File: config.mk
export PLATFORM = sky130hd
export DESIGN_NAME = alu_issue_stage
export DESIGN_NICKNAME = d
export VERILOG_FILES = /design/src/rtl/alu_issue_stage.sv
export SDC_FILE = /design/constraint.sdc
export NUM_CORES = 1
export LEC_CHECK = 0
export CAP_MARGIN = 20
export CORE_MARGIN = 2
export CORE_UTILIZATION = 42
export DETAILED_ROUTE_END_ITERATION = 10
export PLACE_DENSITY = 0.82
export SYNTH_ARGS = -nofsm -noshare
export SYNTH_HDL_FRONTEND = slang
export SYNTH_SLANG_ARGS = --single-unit
export TNS_END_PERCENT = 1
File: constraint.sdc
create_clock -name clk -period 2.2 [get_ports clk]
set_input_delay 0.33 -clock clk [delete_from_list [all_inputs] [get_ports clk]]
set_output_delay 0.33 -clock clk [all_outputs]
set_load 0.02 [all_outputs]
File: src/rtl/alu_issue_stage.sv
// alu_issue_stage
//   ID/EX pipeline register and operand-select stage in front of the ALU.
//   One decoded instruction is captured per accepted handshake. Its operands
//   are resolved at capture time (regfile, immediate, or forwarded from
//   EX/MEM or MEM/WB) and held in registers that drive the ALU next cycle.
//   A load in EX/MEM whose destination feeds this instruction stalls decode
//   and inserts a bubble. A synchronous flush kills both the held and the
//   incoming instruction.
//
// Handshake (both sides): a transfer happens on a rising edge where valid
// and ready are both high. A producer holding valid keeps its payload
// stable until the transfer. in_ready is combinational and never depends on
// in_valid. out_valid/payload are registered and stay bit-exact while
// out_ready is low.
//
// Ports
//   clk, rst_n                         clock, async active-low reset
//   flush                              kill held + incoming instruction
//   in_valid/in_ready                  decode-side handshake
//   in_rs1_addr..in_reg_write          decoded instruction fields
//   exm_rd/exm_reg_write/exm_is_load/exm_result   EX/MEM forwarding source
//   wb_rd/wb_reg_write/wb_data         MEM/WB forwarding source
//   out_valid/out_ready                ALU-side handshake
//   operand1, operand2, func3, subsra  registered ALU controls
//   out_rd, out_reg_write              destination passthrough
module alu_issue_stage #(
  parameter int XLEN       = 32,
  parameter int REG_ADDR_W = 5
) (
  input  logic                  clk,
  input  logic                  rst_n,
  input  logic                  flush,
  input  logic                  in_valid,
  output logic                  in_ready,
  input  logic [REG_ADDR_W-1:0] in_rs1_addr,
  input  logic [REG_ADDR_W-1:0] in_rs2_addr,
  input  logic [XLEN-1:0]       in_rs1_data,
  input  logic [XLEN-1:0]       in_rs2_data,
  input  logic [XLEN-1:0]       in_imm,
  input  logic                  in_use_imm,
  input  logic [2:0]            in_func3,
  input  logic                  in_funct7b5,
  input  logic [REG_ADDR_W-1:0] in_rd,
  input  logic                  in_reg_write,
  input  logic [REG_ADDR_W-1:0] exm_rd,
  input  logic                  exm_reg_write,
  input  logic                  exm_is_load,
  input  logic [XLEN-1:0]       exm_result,
  input  logic [REG_ADDR_W-1:0] wb_rd,
  input  logic                  wb_reg_write,
  input  logic [XLEN-1:0]       wb_data,
  output logic                  out_valid,
  input  logic                  out_ready,
  output logic [XLEN-1:0]       operand1,
  output logic [XLEN-1:0]       operand2,
  output logic [2:0]            func3,
  output logic                  subsra,
  output logic [REG_ADDR_W-1:0] out_rd,
  output logic                  out_reg_write
);

  // x0 is hardwired zero, so a writer targeting it is never a source.
  logic exm_live, wb_live;
  assign exm_live = exm_reg_write & (exm_rd != '0);
  assign wb_live  = wb_reg_write  & (wb_rd  != '0);

  // Load-use hazard: the load result is not available until next cycle.
  // rs2 only matters when the instruction actually reads it.
  logic hazard;
  assign hazard = exm_is_load & exm_live &
                  ((exm_rd == in_rs1_addr) | (!in_use_imm & (exm_rd == in_rs2_addr)));

  assign in_ready = (!out_valid | out_ready) & !hazard;

  logic capture;
  assign capture = in_valid & in_ready & !flush;

  // Forwarding: EX/MEM is the younger producer, so it wins over MEM/WB.
  logic [XLEN-1:0] rs1_fwd, rs2_fwd;
  assign rs1_fwd = (exm_live & (exm_rd == in_rs1_addr)) ? exm_result :
                   (wb_live  & (wb_rd  == in_rs1_addr)) ? wb_data    : in_rs1_data;
  assign rs2_fwd = (exm_live & (exm_rd == in_rs2_addr)) ? exm_result :
                   (wb_live  & (wb_rd  == in_rs2_addr)) ? wb_data    : in_rs2_data;

  logic [XLEN-1:0] op2_next;
  assign op2_next = in_use_imm ? in_imm : rs2_fwd;

  // For I-type, bit 30 is part of the immediate: only SRAI (funct3=101 with
  // imm[10] set) selects the arithmetic variant; ADDI never subtracts.
  logic subsra_next;
  assign subsra_next = in_use_imm ? ((in_func3 == 3'b101) & in_imm[10]) : in_funct7b5;

  always_ff @(posedge clk or negedge rst_n) begin
    if (!rst_n) begin
      out_valid     <= 1'b0;
      operand1      <= '0;
      operand2      <= '0;
      func3         <= 3'b000;
      subsra        <= 1'b0;
      out_rd        <= '0;
      out_reg_write <= 1'b0;
    end else if (flush) begin
      out_valid     <= 1'b0;
      out_reg_write <= 1'b0;
    end else if (capture) begin
      out_valid     <= 1'b1;
      operand1      <= rs1_fwd;
      operand2      <= op2_next;
      func3         <= in_func3;
      subsra        <= subsra_next;
      out_rd        <= in_rd;
      out_reg_write <= in_reg_write;
    end else if (out_ready) begin
      // Slot drained (or bubble): data outputs keep their last value.
      out_valid     <= 1'b0;
      out_reg_write <= 1'b0;
    end
  end

endmodule
==> results_dict.tcl <==
set metrics [dict create \
    status "completed" \
    synth_compound_gate_area_share_pct 31.2 \
    worst_setup_path_startpoint "in_rs2_addr[3]" \
    critical_path_arrival_ps 1840 \
    p_sw_share_pct 33.8 \
    layoutNonFillerInstCount 1164 \
    seq_power_share_pct 31.0 \
    time_the_final_worst_path_needs_with_i_o_delays_and_setup_ps 2170 \
    synthArstFlopShare_pct 100 \
    design.core.area_mm2 0.0134 \
    worst_reg2reg_path_depth 5 \
    synthMostInstantiatedCell "inv_1" \
    number_of_remaining_drc_errors 0 \
    gr-usage-all-layers_pct 33.0 \
    max_freq_mhz 461 \
    hold_path_startpoint "out_rd[3]$_DFFE_PN0P_" \
    timing.critical_path.from_type "primary input" \
    final_antenna_net_count 0 \
    clkSlewWorstSetupHoldPaths_ps 60 \
    routedLengthMet1_um 9570 \
    fp-row-count 42 \
    critical_path.max_fanout 2 \
    power.combinational.fraction_pct 40.9 \
    first_iter_violations 700 \
    syn_to_final_growth_pct 65.9 \
    synthXorXnorAreaFrac_pct 3.01 \
    synth.lib_cells_used.distinct 40 \
    max_stage_delay_ps 510 \
    grt_antenna_before_repair 1 \
    floorplan.io_pins 275 \
    wl_met2_um 11900 \
    relSlewSlack_pct 49.9 \
    ys.warnings.count 0 \
    power-per-cell-area_mw_per_mm2 600 \
    diodes 0 \
    synth.top_cells.by_count "inv_1 (96), dfrtp_1 (75), nor3_1 (64)" \
    detail_route.wl_per_cell_um 21.6 \
    dpl.hpwl_um 17900 \
    grt_pass1_vias 7027 \
    worst_path_max_delay_cell "clkdlybuf4s50_1" \
    final-max-slew-violation-count 0 \
    timing.hold.ws_ps 485 \
    gpl.final_weighted_congestion 0.936 \
    clk_latency_ps 340 \
    drt_pre_antenna_iters 6 \
    numPlacedInstances 1147 \
    worst_hold_path_type "reg -> reg" \
    proportion_of_synthesized_chip_area_in_sequential_cells_pct 32.3 \
    floorplan.die.width_um 122 \
    routed_wirelength_um 25100 \
    cts_root_buffer "clkbuf_16" \
    final_net_count 1183 \
    post_synth_fa_ha_maj_area_fraction_pct 0 \
    synth_simple_gate_area_share_pct 13.7 \
    cp-end-kind "output port" \
    skew_ps 4.65 \
    cts.sinks 75 \
    drive_gt1_share_pct 14.3 \
    cts-htree-levels 3 \
    maxCapViolations 0 \
    grt_overflow 0 \
    port-buffer-count 274 \
    share_clk_of_total_power_pct 28.1 \
    synth.top_cells.by_area "dfrtp_1 (32%), inv_1 (6.2%), mux2i_1 (5.7%)" \
    power.ir.vdd_worst_uv 319 \
    fin_util_pct 72.0 \
    synth_flop_cell "dfrtp_1" \
    setup_slack_ps 31.5 \
    tightestPinTransition_ps 752 \
    power_report.internal_total_mw 3.83 \
    synth_enable_flop_cells 0 \
    topRoutingLayerUsed "met5" \
    netlist_instances 692 \
    place_worst_setup_slack_ps -529 \
    timing.rr.end "out_rd[2]$_DFFE_PN0P_" \
    cts_tree "built" \
    synth.top_cell.area_share_pct 32.3 \
    timing.final.crit_share_pct 98.6 \
    synthesis.nets 891 \
    ys_seq_elements 75 \
    total_leakage_power_nw 4.06 \
    grt_first_pass_wirelength_um 37600 \
    rsz_0062_raised_after_global_routing "yes" \
    die_height_um 122 \
    criticalPathCategory "in -> out" \
    cts_buffers 9 \
    via_count 7061 \
    die_area_mm2 0.0148 \
    ctsLongestPathBuffers 2 \
    post_cts.repair.setup_buffers 0 \
    routed_via_density 6.07 \
    leading_area_contributor_after_synthesis "dfrtp_1" \
    net-switching-power_mw 1.95 \
    postSynthAreaPerCell_um2 8.40 \
    mux_cell_area_share_after_synthesis_pct 7.62 \
    fillerInstances 1038 \
    grt_start_max_net_pins 66 \
    rrSetupSlack_ps 500 \
    mappedNetlistArea_mm2 0.00581 \
    cp.required_ps 1870 \
    startpoint_of_the_worst_register_to_register_path "out_valid$_DFFE_PN0P_" \
    worstSetupEndpoint "in_ready" \
    synth_top_family_by_area "compound AO/OA/AOI/OAI gates" \
    report.final.setup_viol 0 \
    routed-wl-met3_um 2470 \
    hold_violation_total_from_the_final_report 0 \
    cp_cell_sequence "clkdlybuf4s50_1, xnor2_2, nor2b_2, a22o_1, nand3_1, and2_1, buf_2" \
    initial_core_utilization_pct 43.4 \
]
## through the flow
step	power, mW	TNS [ps]	area [um^2]
after floorplan	2.81	0	5810
after global placement	4.08	-30860	9180
after detailed placement	4.12	-33580	9180
after CTS	5.76	0	9580
after global routing	5.99	-104	9640
final	5.78	0	9640
## sequential cells by signal, indices dropped and copies added (netlist names)
register / cells
func3: 3
operand1: 32
operand2: 32
out_rd: 5
out_reg_write: 1
out_valid: 1
subsra: 1
## power by group through the flow
stage | registers (mW) | clock network, mW | logic (mW)
floorplan | 2.10 | 0 | 0.706
global placement | 1.80 | 0 | 2.28
detailed placement | 1.81 | 0 | 2.31
CTS | 1.79 | 1.63 | 2.33
global route | 1.81 | 1.69 | 2.49
finish | 1.79 | 1.63 | 2.36
## worst min-delay path by stage
| stage | endpoint | slack (ps) | cells after the start |
|---|---|---|---|
| floorplan | func3[0]$_DFFE_PN0P_ | 30 | 0 |
| global placement | operand2[26]$_DFFE_PN0P_ | 330 | 1 |
| detailed placement | operand2[26]$_DFFE_PN0P_ | 340 | 1 |
| CTS | out_rd[3]$_DFFE_PN0P_ | 490 | 1 |
| global route | out_rd[3]$_DFFE_PN0P_ | 510 | 1 |
| finish | out_rd[3]$_DFFE_PN0P_ | 480 | 1 |
## cell usage in the layout (no fill, tap or decap), types with 21 or more instances in the layout
cell type	instances
dfrtp_1	75
nand2_1	33
mux2i_1	33
a31oi_1	32
buf_4	63
a32oi_1	32
o31ai_2	21
nor3_1	63
o31ai_1	41
inv_1	96
a21boi_1	43
clkdlybuf4s50_1	260
nand4_1	32
a21boi_0	21
a21oi_1	33
## area by class of cell
cell class                 count  area, um^2  share of cell area, %
timing repair buffer         354        3510                   36.4
multi-input combinational    448        3360                   34.8
sequential                    75        1880                   19.5
inverter                      96         360                   3.74
clock buffer                  10         239                   2.48
tap                          176         220                   2.28
clock inverter                 5        77.6                  0.804
## cells by family (layout without fill, tap and decap cells)
kind of cell | count (synthesis) | in the layout
flip-flops | 75 | 75
XOR/XNOR | 20 | 20
buffers and inverters | 169 | 465
AND/OR/NAND/NOR | 148 | 148
multiplexers | 43 | 43
AO/OA/AOI/OAI | 237 | 237
## worst max-delay path: cells and delay by family
family	cells	cell delay (ps)
AND/OR/NAND/NOR	3	450
XOR/XNOR	1	230
buffers and inverters	2	670
AO/OA/AOI/OAI	1	170
## per-layer routing
layer | track usage, % | vias to the layer above
li1 | - | 3116
met1 | 40.9 | 3313
met2 | 55.3 | 529
met3 | 5.95 | 101
met4 | 16.7 | 2
met5 | 0 | -
## timing repair
item	4_1_cts	5_1_grt
hold buffers	1	0
gates cloned	1	0
endpoints found under the setup margin	74	63
endpoints found under the hold margin	35	0
gates resized for setup	22	15
pin swaps	3	3
No activity file was read; power rests on OpenSTA's default activity.
